File: src/rtl/vending_ctrl_mc.sv
// ---------------------------------------------------------------------------
// vending_ctrl_mc
// Parametrised multi-currency vending controller. It sits between the user
// facing coin / selection / client-ID signals and the dispense / change
// outputs. It tracks credit, per-item stock and session idle time, refuses
// vends whose change would exceed MAX_CHANGE, and can optionally award
// loyalty points.
//
// Optional feature macro: LOYALTY_POINTS_EN
//   defined   -> client_points = min(price >> POINT_SHIFT, 255) after a vend,
//                cleared at session start
//   undefined -> client_points tied to 0
//
// Ports:
//   clk            in   rising-edge clock
//   rst_n          in   asynchronous active-low reset
//   id_valid       in   client identified, starts a session from IDLE
//   client_id      in   [8:0] client number, latched with id_valid
//   coin_in        in   [5:0] coin face value
//   currency_type  in   [1:0] multiplier 0:x1 1:x10 2:x100 3:invalid
//   coin_insert    in   single-cycle coin strobe
//   item_select    in   [NUM_ITEMS-1:0] one-hot item choice
//   confirm        in   purchase request, or cancel when nothing selected
//   restock        in   reload all stock counters (IDLE only)
//   item_out       out  [NUM_ITEMS-1:0] one-hot dispense pulse
//   change_out     out  [CREDIT_W-1:0] change amount, valid with change_valid
//   change_valid   out  single-cycle change strobe
//   no_change      out  pulse: vend refused, change would exceed MAX_CHANGE
//   coin_reject    out  pulse: coin refused
//   credit         out  [CREDIT_W-1:0] current session credit
//   busy           out  controller not idle
//   client_points  out  [7:0] points from the last vend
//   item_empty     out  [NUM_ITEMS-1:0] bit i set when item i is sold out
// ---------------------------------------------------------------------------
module vending_ctrl_mc #(
    parameter int NUM_ITEMS      = 4,
    parameter int CREDIT_W       = 16,
    parameter int STOCK_W        = 4,
    parameter int STOCK_INIT     = 10,
    parameter int PRICE_BASE     = 50,
    parameter int PRICE_STEP     = 25,
    parameter int MAX_CHANGE     = 500,
    parameter int TIMEOUT_CYCLES = 1000,
    parameter int POINT_SHIFT    = 4
) (
    input  logic                 clk,
    input  logic                 rst_n,
    input  logic                 id_valid,
    input  logic [8:0]           client_id,
    input  logic [5:0]           coin_in,
    input  logic [1:0]           currency_type,
    input  logic                 coin_insert,
    input  logic [NUM_ITEMS-1:0] item_select,
    input  logic                 confirm,
    input  logic                 restock,
    output logic [NUM_ITEMS-1:0] item_out,
    output logic [CREDIT_W-1:0]  change_out,
    output logic                 change_valid,
    output logic                 no_change,
    output logic                 coin_reject,
    output logic [CREDIT_W-1:0]  credit,
    output logic                 busy,
    output logic [7:0]           client_points,
    output logic [NUM_ITEMS-1:0] item_empty
);

    typedef enum logic [1:0] {
        ST_IDLE    = 2'd0,
        ST_SESSION = 2'd1,
        ST_VEND    = 2'd2,
        ST_CHANGE  = 2'd3
    } state_t;

    // Wide enough for credit plus the largest coin (63 * 100) without wrap.
    localparam int EXT_W = CREDIT_W + 14;
    localparam int TMR_W = $clog2(TIMEOUT_CYCLES + 1);

    localparam logic [STOCK_W-1:0]   STOCK_INIT_V  = STOCK_W'(STOCK_INIT);
    localparam logic [NUM_ITEMS-1:0] EMPTY_INIT_V  = {NUM_ITEMS{(STOCK_INIT == 0)}};
    localparam logic [TMR_W-1:0]     TIMER_LAST_V  = TMR_W'(TIMEOUT_CYCLES - 1);

    function automatic logic is_onehot(input logic [NUM_ITEMS-1:0] v);
        return (v != '0) && ((v & (v - NUM_ITEMS'(1))) == '0);
    endfunction

    state_t                 state_r;
    logic [CREDIT_W-1:0]    credit_r;
    logic [NUM_ITEMS-1:0]   sel_r;
    logic [TMR_W-1:0]       timer_r;
    logic [8:0]             client_id_r;
    logic [STOCK_W-1:0]     stock_r [NUM_ITEMS];
    logic [NUM_ITEMS-1:0]   item_out_r;
    logic [CREDIT_W-1:0]    change_out_r;
    logic                   change_valid_r;
    logic                   no_change_r;
    logic                   coin_reject_r;
    logic                   busy_r;
    logic [NUM_ITEMS-1:0]   item_empty_r;

    logic                   sel_onehot_s;
    logic [NUM_ITEMS-1:0]   sel_eff_s;
    logic [CREDIT_W-1:0]    price_s;
    logic [STOCK_W-1:0]     stock_sel_s;
    logic [6:0]             mult_s;
    logic [EXT_W-1:0]       coin_value_s;
    logic [EXT_W-1:0]       coin_sum_s;
    logic                   coin_ok_s;
    logic                   affordable_s;
    logic [CREDIT_W-1:0]    change_left_s;
    logic                   change_too_big_s;
    logic                   activity_s;
    logic                   client_id_unused_s;

    // The latched client number has no consumer inside this block.
    assign client_id_unused_s = ^client_id_r;

    // Selection, price lookup, coin valuation and purchase qualification.
    always_comb begin
        sel_onehot_s = is_onehot(item_select);
        // A one-hot selection in the same SESSION cycle takes effect at once.
        if ((state_r == ST_SESSION) && sel_onehot_s) begin
            sel_eff_s = item_select;
        end else begin
            sel_eff_s = sel_r;
        end

        price_s     = '0;
        stock_sel_s = '0;
        for (int i = 0; i < NUM_ITEMS; i++) begin
            price_s     = sel_eff_s[i] ? CREDIT_W'(PRICE_BASE + i * PRICE_STEP) : price_s;
            stock_sel_s = sel_eff_s[i] ? stock_r[i] : stock_sel_s;
        end

        case (currency_type)
            2'd0:    mult_s = 7'd1;
            2'd1:    mult_s = 7'd10;
            2'd2:    mult_s = 7'd100;
            default: mult_s = 7'd0;
        endcase

        coin_value_s     = EXT_W'(coin_in) * EXT_W'(mult_s);
        coin_sum_s       = EXT_W'(credit_r) + coin_value_s;
        coin_ok_s        = (currency_type != 2'd3) && (coin_sum_s[EXT_W-1:CREDIT_W] == '0);
        affordable_s     = (credit_r >= price_s);
        change_left_s    = credit_r - price_s;
        change_too_big_s = (EXT_W'(change_left_s) > EXT_W'(MAX_CHANGE));
        activity_s       = coin_insert | (item_select != '0) | confirm;
    end

    // Main controller: state, credit, selection, timer, stock and all strobes.
    always_ff @(posedge clk or negedge rst_n) begin
        if (!rst_n) begin
            state_r        <= ST_IDLE;
            credit_r       <= '0;
            sel_r          <= '0;
            timer_r        <= '0;
            client_id_r    <= 9'd0;
            for (int i = 0; i < NUM_ITEMS; i++) begin
                stock_r[i] <= STOCK_INIT_V;
            end
            item_out_r     <= '0;
            change_out_r   <= '0;
            change_valid_r <= 1'b0;
            no_change_r    <= 1'b0;
            coin_reject_r  <= 1'b0;
            busy_r         <= 1'b0;
            item_empty_r   <= EMPTY_INIT_V;
        end else begin
            item_out_r     <= '0;
            change_valid_r <= 1'b0;
            no_change_r    <= 1'b0;
            coin_reject_r  <= 1'b0;
            busy_r         <= (state_r != ST_IDLE);

            case (state_r)
                ST_IDLE: begin
                    if (id_valid) begin
                        client_id_r <= client_id;
                        credit_r    <= '0;
                        sel_r       <= '0;
                        timer_r     <= '0;
                        state_r     <= ST_SESSION;
                    end
                    if (restock) begin
                        for (int i = 0; i < NUM_ITEMS; i++) begin
                            stock_r[i] <= STOCK_INIT_V;
                        end
                        item_empty_r <= EMPTY_INIT_V;
                    end
                end

                ST_SESSION: begin
                    if (activity_s) begin
                        timer_r <= '0;
                    end else begin
                        timer_r <= timer_r + TMR_W'(1);
                    end

                    if (sel_onehot_s) begin
                        sel_r <= item_select;
                    end

                    if (coin_insert) begin
                        // A confirm arriving with a coin is dropped.
                        if (coin_ok_s) begin
                            credit_r <= coin_sum_s[CREDIT_W-1:0];
                        end else begin
                            coin_reject_r <= 1'b1;
                        end
                    end else if (confirm) begin
                        if (sel_eff_s == '0) begin
                            state_r <= ST_CHANGE;
                        end else if ((stock_sel_s == '0) || !affordable_s) begin
                            state_r <= ST_SESSION;
                        end else if (change_too_big_s) begin
                            // Refused vend drops the selection so that a
                            // following bare confirm cancels the session.
                            no_change_r <= 1'b1;
                            sel_r       <= '0;
                        end else begin
                            state_r <= ST_VEND;
                        end
                    end else if (!activity_s && (timer_r == TIMER_LAST_V)) begin
                        state_r <= ST_CHANGE;
                    end
                end

                ST_VEND: begin
                    item_out_r <= sel_r;
                    for (int i = 0; i < NUM_ITEMS; i++) begin
                        if (sel_r[i]) begin
                            stock_r[i]      <= stock_r[i] - STOCK_W'(1);
                            item_empty_r[i] <= (stock_r[i] == STOCK_W'(1));
                        end
                    end
                    credit_r <= credit_r - price_s;
                    state_r  <= ST_CHANGE;
                end

                ST_CHANGE: begin
                    change_out_r   <= credit_r;
                    change_valid_r <= 1'b1;
                    credit_r       <= '0;
                    sel_r          <= '0;
                    state_r        <= ST_IDLE;
                end

                default: begin
                    state_r <= ST_IDLE;
                end
            endcase
        end
    end

`ifdef LOYALTY_POINTS_EN
    logic [CREDIT_W-1:0] points_raw_s;
    logic [7:0]          points_r;

    assign points_raw_s = price_s >> POINT_SHIFT;

    // Loyalty points: cleared at session start, loaded (saturated) on a vend.
    always_ff @(posedge clk or negedge rst_n) begin
        if (!rst_n) begin
            points_r <= 8'd0;
        end else if ((state_r == ST_IDLE) && id_valid) begin
            points_r <= 8'd0;
        end else if (state_r == ST_VEND) begin
            points_r <= (points_raw_s > CREDIT_W'(255)) ? 8'd255 : points_raw_s[7:0];
        end else begin
            points_r <= points_r;
        end
    end

    assign client_points = points_r;
`else
    localparam int POINT_SHIFT_UNUSED = POINT_SHIFT;
    assign client_points = 8'd0;
`endif

    assign item_out     = item_out_r;
    assign change_out   = change_out_r;
    assign change_valid = change_valid_r;
    assign no_change    = no_change_r;
    assign coin_reject  = coin_reject_r;
    assign credit       = credit_r;
    assign busy         = busy_r;
    assign item_empty   = item_empty_r;

endmodule

File: config.mk
export PLATFORM = sky130hd
export DESIGN_NAME = vending_ctrl_mc
export DESIGN_NICKNAME = d
export VERILOG_FILES = /design/src/rtl/vending_ctrl_mc.sv
export SDC_FILE = /design/constraint.sdc
export NUM_CORES = 1
export LEC_CHECK = 0
export CAP_MARGIN = 20
export CORE_MARGIN = 2
export CORE_UTILIZATION = 48
export DETAILED_ROUTE_END_ITERATION = 12
export PLACE_DENSITY = 0.67
export SLEW_MARGIN = 40
export SYNTH_ARGS = -nofsm -noshare
export SYNTH_HDL_FRONTEND = slang
export SYNTH_SLANG_ARGS = --single-unit
export TNS_END_PERCENT = 30
File: constraint.sdc
create_clock -name clk -period 5.4 [get_ports clk]
set_clock_uncertainty 0.2 [all_clocks]
set_input_delay 1.35 -clock clk [delete_from_list [all_inputs] [get_ports clk]]
set_output_delay 1.35 -clock clk [all_outputs]
set_load 0.05 [all_outputs]
Yosys cells after proc, flatten, opt, wreduce, memory -nomap -nowiden
Index checks and enable logic that the tools add are counted.
- reductions and logical operators: 26
- $lt $le $gt $ge: 2
- multiply operators: 1
- multiplexer cells: 56
- equality and inequality tests: 22
- bitwise operators: 3
- add/subtract/negate cells: 8
- operators by type and width (kind ; number):
    two-way mux 4 bit ; 18
    two-way mux 16 bit ; 4
    case mux 16 bit (4 select lines) ; 1
    case mux 16 bit (2 select lines) ; 1
    two-way mux 7 bit ; 3
    case mux 7 bit (3 select lines) ; 1
    two-way mux 10 bit ; 2
    != test 2 bit (second input constant) ; 10
    case mux 10 bit (2 select lines) ; 1
    subtractor 4 x 1 -> 4 bit (second input constant) ; 5
    adder 16 x 13 -> 17 bit ; 1
    == test 4 x 1 -> 1 bit (second input constant) ; 4
    greater-or-equal comparator 16 x 7 -> 1 bit ; 1
    greater-than comparator 16 x 9 -> 1 bit (second input constant) ; 1
    subtractor 16 x 7 -> 16 bit ; 1
    AND reduction 3 bit ; 5
    logical NOT 14 bit ; 1
    two-way mux 1 bit ; 14
    two-way mux 2 bit ; 7
    multiplier 6 x 7 -> 13 bit ; 1
    logical NOT 4 bit ; 3
    case mux 4 bit (3 select lines) ; 1
    adder 10 x 1 -> 10 bit (second input constant) ; 1
    == test 10 bit (second input constant) ; 1
    18 further kinds ; 30
- output and inout port bits: 52
- logic and storage cells: 136
- register bits: 76

Logic depth before layout (Yosys ltp)
Gate-level depths: netlist of the first run.
- word-level depth: 18
- gate-level depth with buffers: 20
- gate-level depth less buffers: 19

Least setup slack after synthesis of the first run
No wires, ideal clock.
- kind: input to register
- start point: input port currency_type[1]
- end point: register credit_r[8] (netlist: credit[8])
- library setup time: 0.096 ns
- stages on the path: 18
- path buffers: 1
- setup slack: -0.723 ns
- data arrival time: 5.827 ns
- required time: 5.104 ns
- cell sequence: nor2b_1 -> and2_1 -> fa_1 -> inv_1 -> fa_1 -> fa_1 -> inv_1 -> fa_1 -> ha_1 -> o21a_1 -> o21ai_0 -> o311ai_1 -> o221ai_1 -> nor2_1 -> a2bb2oi_1 -> clkbuf_1 -> nand2_1 -> o31ai_1
- word-level cells in the longest chain between the ends: 8
- elaborated cells on any way between the ends: 14
- classes of those cells: add/sub (1); mul (1); eq/ne (4); mux (4); reduce/logical (4)
- RTL lines (what ; line ; RTL):
    start, declared ; 51 ; input logic [1:0] currency_type,
    == test 2 bit, or another cell as far along ; 134 ; case (currency_type)
    case mux 7 bit (3 select lines) ; 134 ;
    multiplier 6 x 7 -> 13 bit ; 141 ; coin_value_s = EXT_W'(coin_in) * EXT_W'(mult_s);
    adder 16 x 13 -> 17 bit ; 142 ; coin_sum_s = EXT_W'(credit_r) + coin_value_s;
    logical NOT 14 bit ; 143 ; coin_ok_s = (currency_type != 2'd3) && (coin_sum_s[EXT_W-1:CREDIT_W] == '0);
    logical AND 1 bit ; 143 ;
    != test 2 bit (no line) ; n/a ;
    AND reduction 3 bit (no line) ; n/a ;
    end signal, assigned ; 206 ; credit_r <= coin_sum_s[CREDIT_W-1:0];
    end signal, assigned ; 236 ; credit_r <= credit_r - price_s;
    end, declared ; 87 ; logic [CREDIT_W-1:0] credit_r;
Parallel ways exist; a longest one is shown, timed or not. The select of a mux whose other input is x is not followed.
A chain may end at the register's enable or synchronous reset.

Worst setup path in the final report of the first run
- start point: input port currency_type[0]
- end point: register credit_r[15] (netlist: credit[15])
The elaborated chain is that of the path after synthesis.

==> impl_metrics.csv, run 1 <==
group,metric,value,unit
global_route,grt_max_degree,77,
routing,drt_iter0_drc,447,
power_and_ir_drop,power,5367,uW
cells_and_area,multi_input_area,4342,sq um
critical_path,critPathRequiredTime,5470,ps
die,die_w,120.7,um
routing,vias_per_cell,5.598,
timing,fin_ws,-220.0,ps
cells_and_area,fin_nets,1013,
cells_and_area,fillers,1076,
global_route,antenna_found_initial,0,
worst_hold_path,hp-start,"stock_r[15]$_DFFE_PN1P_",
timing,setup-tns-final,-2537,ps
power_and_ir_drop,switching_power,2497,uW
critical_path,path_max_fanout,6,
clock_tree,cts_tree,"done",
synthesis,synth.avg_cell_area,8.908,sq um
timing,setup_viol,21,
power_and_ir_drop,p_sw_share,46.53,%
routing,drc,0,
synthesis,ys_seq_elements,76,
synthesis,ys_async_sr_fraction,100.0,%
timing,fmax,177.9,MHz
placed_design,numPortBuffers,61,
run_status,violations,"negative setup slack",
power_and_ir_drop,power_frac_comb,71.3,%
synthesis,synth-warning-count,0,
routing,wl_per_cell,16.52,um
timing,fin_crit_sh,104.1,%
cells_and_area,syn_to_final_growth,33.05,%
synthesis,synth_edf_count,0,
critical_path,critPathLaunchType,"input pin",
run_status,status,"complete, but fails checks",
timing,drv_slew,0,
synthesis,syn_inst,734,
cells_and_area,antenna_cells,0,
die,die_h,120.7,um
synthesis,ys_types,87,
synthesis,syn_area,6539,sq um
die,rows,42,
placed_design,dp_hpwl,12.87,mm
power_and_ir_drop,p_int,2870,uW
cells_and_area,final_cells,1085,
die,initial_core_util,49.18,%
power_and_ir_drop,power.density,616.9,nW/um^2
critical_path,arrival,5690,ps
die,core,13300,sq um
timing,maxSlewHeadroom,50.41,%
timing,finalHoldViolCount,0,
global_route,grt-ovfl-total,0,
timing,finalCriticalPeriod,5620,ps
placed_design,pre_cts_ws,-1132,ps
routing,ant_nets,0,
clock_tree,numCtsBuffers,9,
power_and_ir_drop,clkPwrFrac,11.9,%
clock_tree,holdBufCountCts,0,
global_route,grt_pass1_vias,5973,
die,dieArea,14570,sq um
cells_and_area,regArea,1912,sq um
timing,worstMarginPinSlew,743.8,ps
routing,routed_wl,17.93,mm
clock_tree,cts_max_level,3,
critical_path,setup.worst_path.start,"currency_type[0]",
global_route,grt_pass1_wl,29.50,mm
routing,firstDrtPassIters,5,
cells_and_area,drive_gt1_share,26.18,%
clock_tree,path_clk_slew,70,ps
power_and_ir_drop,peakVddDrop,0.0004018,V
worst_hold_path,hp-class,"reg2reg",
power_and_ir_drop,pwr-share-seq,16.7,%
critical_path,crit_type,"in2reg",
clock_tree,worstSkewPairLatency,350,ps
timing,rsz0062_at_grt,"true",
placed_design,gp_congestion,0.8796,
die,ios,79,
synthesis,synth-seq-area-share,29.24,%
clock_tree,clockRootBuffer,"clkbuf_16",
synthesis,ys.flop_type,"dfrtp_1",
run,maxCapViolations,0,
clock_tree,clockBufferDepth,2,
power_and_ir_drop,p_leak,0.004164,uW
placed_design,placed_cells,1055,
routing,via_count,6074,
timing,whs,289.2,ps
global_route,grtUsageTotal,25.40,%
critical_path,critPathCaptureType,"flop",
clock_tree,cts_sinks,76,
## area by class of cell
cell class,instances,area share [%]
Multi-Input combinational cell,550,49.91
Sequential cell,76,21.98
Timing Repair Buffer,186,18.55
Inverter,81,3.495
Clock buffer,9,2.589
Tap cell,176,2.531
Clock inverter,7,0.9492
## stage by stage
step / area [sq um] / util [%]
after CTS: 8593 / 64.63
after detailed placement: 8098 / 60.91
after global routing: 8700 / 65.43
final: 8700 / 65.43
after floorplan: 6673 / -
after global placement: 8089 / 60.84
## layer usage
layer	vias up	part of all wire (%)	track usage (%)
met5	-	0	0
met1	2966	47	35.63
met4	0	1.5	7.122
met3	23	4.5	3.726
li1	2932	-	-
met2	153	47	40.96
## cell usage after synthesis (8+ instances only)
master,n,area share (%)
nor2_1,53,3.0
nor3_1,22,1.7
inv_1,80,4.6
a22oi_1,8,0.92
xnor2_1,12,1.6
clkbuf_1,9,0.52
buf_4,14,1.6
nand2b_1,8,0.77
o31ai_1,12,1.4
fa_1,24,7.3
and2_1,15,1.4
mux2_2,17,2.9
o21ai_0,54,4.1
o21a_1,8,0.92
nand4_1,12,1.1
nand2_1,62,3.6
nand3_1,20,1.5
a21oi_1,29,2.2
a21o_1,8,0.92
dfrtp_1,68,26
dfstp_2,8,3.2
ha_1,58,11
## what timing repair did
action                     in CTS  in global routing
buffers inserted                9                  5
pin swaps                      14                 19
gates cloned                    2                  0
gates resized for setup        43                 35
setup endpoints to repair      23                 24
## power groups by stage
stage / logic (uW) / clock network [uW] / registers, uW
finish: 3830 / 641 / 899
global route: 4140 / 669 / 925
CTS: 3730 / 645 / 893
detailed placement: 3580 / 0 / 899
global placement: 3510 / 0 / 889
floorplan: 1900 / 0 / 1130
## cells by family (layout without fill, tap and decap cells)
logic type      count (synthesis)  after routing  synth area share (%)
fa+ha+maj                      82             82                 18.45
compound gates                188            188                 20.03
buf+inv                       115            283                 8.190
mux                            20             20                 3.387
xor+xnor                       18             18                 2.411
other cells                     1              8               0.05735
flops                          76             76                 29.24
simple gates                  234            234                 18.24
## final timing paths
path | slack, ps | end | cells past startpoint
min | 290 | stock_r[15]$_DFFE_PN1P_ | 2
max | -220 | credit[15]$_DFFE_PN0P_ | 20
max in group asynchronous | 3640 | credit[6]$_DFFE_PN0P_ | 1
min in group asynchronous | 790 | credit[1]$_DFFE_PN0P_ | 1
min reg2reg | 290 | stock_r[15]$_DFFE_PN1P_ | 2
max reg2reg | 510 | sel_r[2]$_DFFE_PN0P_ | 19
## worst max-delay path, cell delays in order
cell and delay [ps]:
buf_8 80, nor2b_4 230, nand2_2 100, fa_1 540
inv_1 50, ha_2 250, ha_1 290, inv_2 40
fa_1 490, inv_1 40, ha_2 180, a211o_1 310
a2111oi_4 470, o311ai_4 140, o221ai_2 210, nor2_2 90
a2bb2oi_4 170, buf_12 150, or4_4 410, o221ai_2 70
## state kept, by name, summed over array words and instances, names as in the netlist, named ones only
register      cells
stock_r          16
credit           16
coin_reject       1
item_empty        4
change_valid      1
busy              1
timer_r          10
sel_r             4
state_r           1
change_out       16
item_out          4
no_change         1
## layout by cell type (no fill, tap or decap), types with 5 or more instances in the layout
cell / Yosys / routed
a21o_1: 8 / 8
a21oi_1: 29 / 28
a22o_1: 5 / 5
a22oi_1: 8 / 8
a31oi_1: 7 / 7
and2_1: 15 / 12
buf_4: 14 / 120
clkbuf_16: 0 / 9
clkdlybuf4s50_1: 0 / 52
conb_1: 1 / 8
dfrtp_1: 68 / 68
dfstp_2: 8 / 8
fa_1: 24 / 23
ha_1: 58 / 51
inv_1: 80 / 75
inv_2: 0 / 5
mux2_2: 17 / 17
nand2_1: 62 / 55
nand2_2: 0 / 7
nand2b_1: 8 / 8
nand3_1: 20 / 20
nand4_1: 12 / 12
nor2_1: 53 / 52
nor3_1: 22 / 21
nor4_1: 7 / 7
o2111ai_1: 6 / 6
o21a_1: 8 / 8
o21ai_0: 54 / 45
o21ai_2: 1 / 8
o31ai_1: 12 / 9
xnor2_1: 12 / 12
xor2_1: 6 / 6
(Power assumes the default switching activity.)
==> run 2: changes to the inputs <==
Settings changed: GPL_TIMING_DRIVEN from default to 0.
==> run 2 against run 1 <==
Against the previous run: the run still ends with negative setup slack left; die area is the same; maximum frequency is 0.50% lower; non-clock buffer count is 68 lower; global-route usage down 0.24 points; routed wire length shrank 0.66%; combinational power decreased by 9.1%; power fell by 7.2%; clock power shrank 4.1%; sequential power shrank 1%; register-to-register slack gained 110 ps; cell count shrank 6.3%; largest power group unchanged.
==> impl_metrics.csv, run 2 (synthesis gave the netlist of run 1 again) <==
group,metric,value,unit
run_status,status,"complete, but fails checks",
run_status,violations,"negative setup slack",
clock_tree,cts_sinks,76,
global_route,antenna_found_initial,0,
power_and_ir_drop,peakVddDrop,0.0004690,V
critical_path,critPathLaunchType,"input pin",
timing,rsz0062_at_grt,"true",
die,initial_core_util,49.18,%
routing,routed_wl,17.81,mm
clock_tree,cts_max_level,3,
clock_tree,clockRootBuffer,"clkbuf_16",
clock_tree,numCtsBuffers,9,
timing,fin_crit_sh,104.6,%
power_and_ir_drop,power.density,583.3,nW/um^2
die,core,13300,sq um
routing,firstDrtPassIters,5,
die,rows,42,
global_route,grt_pass1_vias,5622,
clock_tree,cts_tree,"done",
timing,setup_viol,22,
global_route,grt_pass1_wl,28.76,mm
worst_hold_path,hp-class,"reg2reg",
clock_tree,clockBufferDepth,2,
placed_design,post_dp_cell_area,7525,sq um
critical_path,critPathCaptureType,"flop",
routing,via_count,5862,
timing,fmax,177.0,MHz
routing,vias_per_cell,5.764,
cells_and_area,syn_to_final_growth,30.56,%
routing,ant_nets,0,
critical_path,critPathRequiredTime,5450,ps
die,ios,79,
placed_design,numPortBuffers,61,
placed_design,gp_congestion,0.8664,
clock_tree,holdBufCountCts,0,
global_route,grt_max_degree,41,
die,dieArea,14570,sq um
placed_design,dp_hpwl,12.78,mm
cells_and_area,antenna_cells,0,
clock_tree,path_clk_slew,60,ps
routing,drc,0,
cells_and_area,drive_gt1_share,22.83,%
die,die_h,120.7,um
timing,finalHoldViolCount,0,
placed_design,pre_cts_ws,-1306,ps
timing,finalCriticalPeriod,5648,ps
global_route,grtUsageTotal,25.16,%
die,die_w,120.7,um
cells_and_area,final_common_cell,"inv_1",
timing,worstMarginPinSlew,716.0,ps
cells_and_area,layout.cells.most_common_list,"75 x inv_1, 68 x dfrtp_1, 52 x clkdlybuf4s50_1",
clock_tree,worstSkewPairLatency,350,ps
critical_path,crit_type,"in2reg",
cells_and_area,fin_area,8537,sq um
critical_path,path_max_fanout,6,
timing,fin_ws,-248.3,ps
timing,maxSlewHeadroom,50.90,%
timing,setup-tns-final,-3574,ps
global_route,grt-ovfl-total,0,
critical_path,arrival,5700,ps
run,maxCapViolations,0,
cells_and_area,fillers,1084,
routing,drt_iter0_drc,451,
routing,wl_per_cell,17.51,um
cells_and_area,fin_nets,945,
power_and_ir_drop,p_leak,0.003954,uW
timing,drv_slew,0,
run 2: area by class of cell:
cell class	instances	area (sq um)	share of cell area [%]
Multi-Input combinational cell	550	4628	54.21
Sequential cell	76	1912	22.39
Timing Repair Buffer	84	882.1	10.33
Inverter	81	306.5	3.591
Buffer	34	292.8	3.430
Clock buffer	11	232.7	2.726
Tap cell	176	220.2	2.580
Clock inverter	5	62.56	0.7328
run 2: worst paths after layout:
| kind | depth (start not counted) | from | slack (ps) | end |
|---|---|---|---|---|
| setup reg to reg | 16 | state_r[0]$_DFFE_PN0P_ | 620 | sel_r[0]$_DFFE_PN0P_ |
| max in group asynchronous | 2 | rst_n | 3710 | stock_r[13]$_DFFE_PN1P_ |
| min in group asynchronous | 1 | rst_n | 690 | credit[1]$_DFFE_PN0P_ |
| setup / recovery | 18 | currency_type[0] | -250 | credit[8]$_DFFE_PN0P_ |
| hold / removal | 2 | stock_r[15]$_DFFE_PN1P_ | 280 | stock_r[15]$_DFFE_PN1P_ |
| hold reg to reg | 2 | stock_r[15]$_DFFE_PN1P_ | 280 | stock_r[15]$_DFFE_PN1P_ |
run 2: power by group:
part	switching (uW)	internal [uW]	leakage, uW
Sequential	180	708	0.00102
Clock	255	360	0.000136
Combinational	2080	1400	0.00280
run 2: repair_timing:
item                                   in CTS  in global routing
setup buffers                              14                  5
gates resized for setup                    85                 54
endpoints found under the hold margin       0                  0
setup endpoints to repair                  24                 24
gates cloned                                3                  0
pin swaps                                  24                 25
run 2: per-layer routing:
metal	track usage (%)	wire length [um]	up-vias
li1	-	-	2803
met1	36.09	8538	2906
met2	39.72	8304	134
met3	3.255	654	19
met4	7.558	313	0
met5	0	0	-
run 2: stage by stage:
stage,utilization [%],hold WS [ps],cells,power [uW]
6_report,64.21,284.3,1017,4979
3_5_place_dp,56.60,276.7,979,3788
2_1_floorplan,-,250.4,741,3025
4_1_cts,62.18,286.1,1012,4764
5_1_grt,64.21,303.1,1017,5308
3_3_place_gp,56.44,276.8,978,3725
run 2: worst max-delay path: stages:
cell and delay (ps):
buf_12 90, nor2b_4 230, and2_4 190, fa_1 450, fa_1 560, fa_1 450
fa_1 510, ha_4 300, o21a_1 130, o21ai_2 90, o311ai_4 350, o221ai_4 180
nor2_4 150, a2bb2oi_4 200, buf_12 160, clkbuf_16 170, nand2_4 60, o31ai_4 70
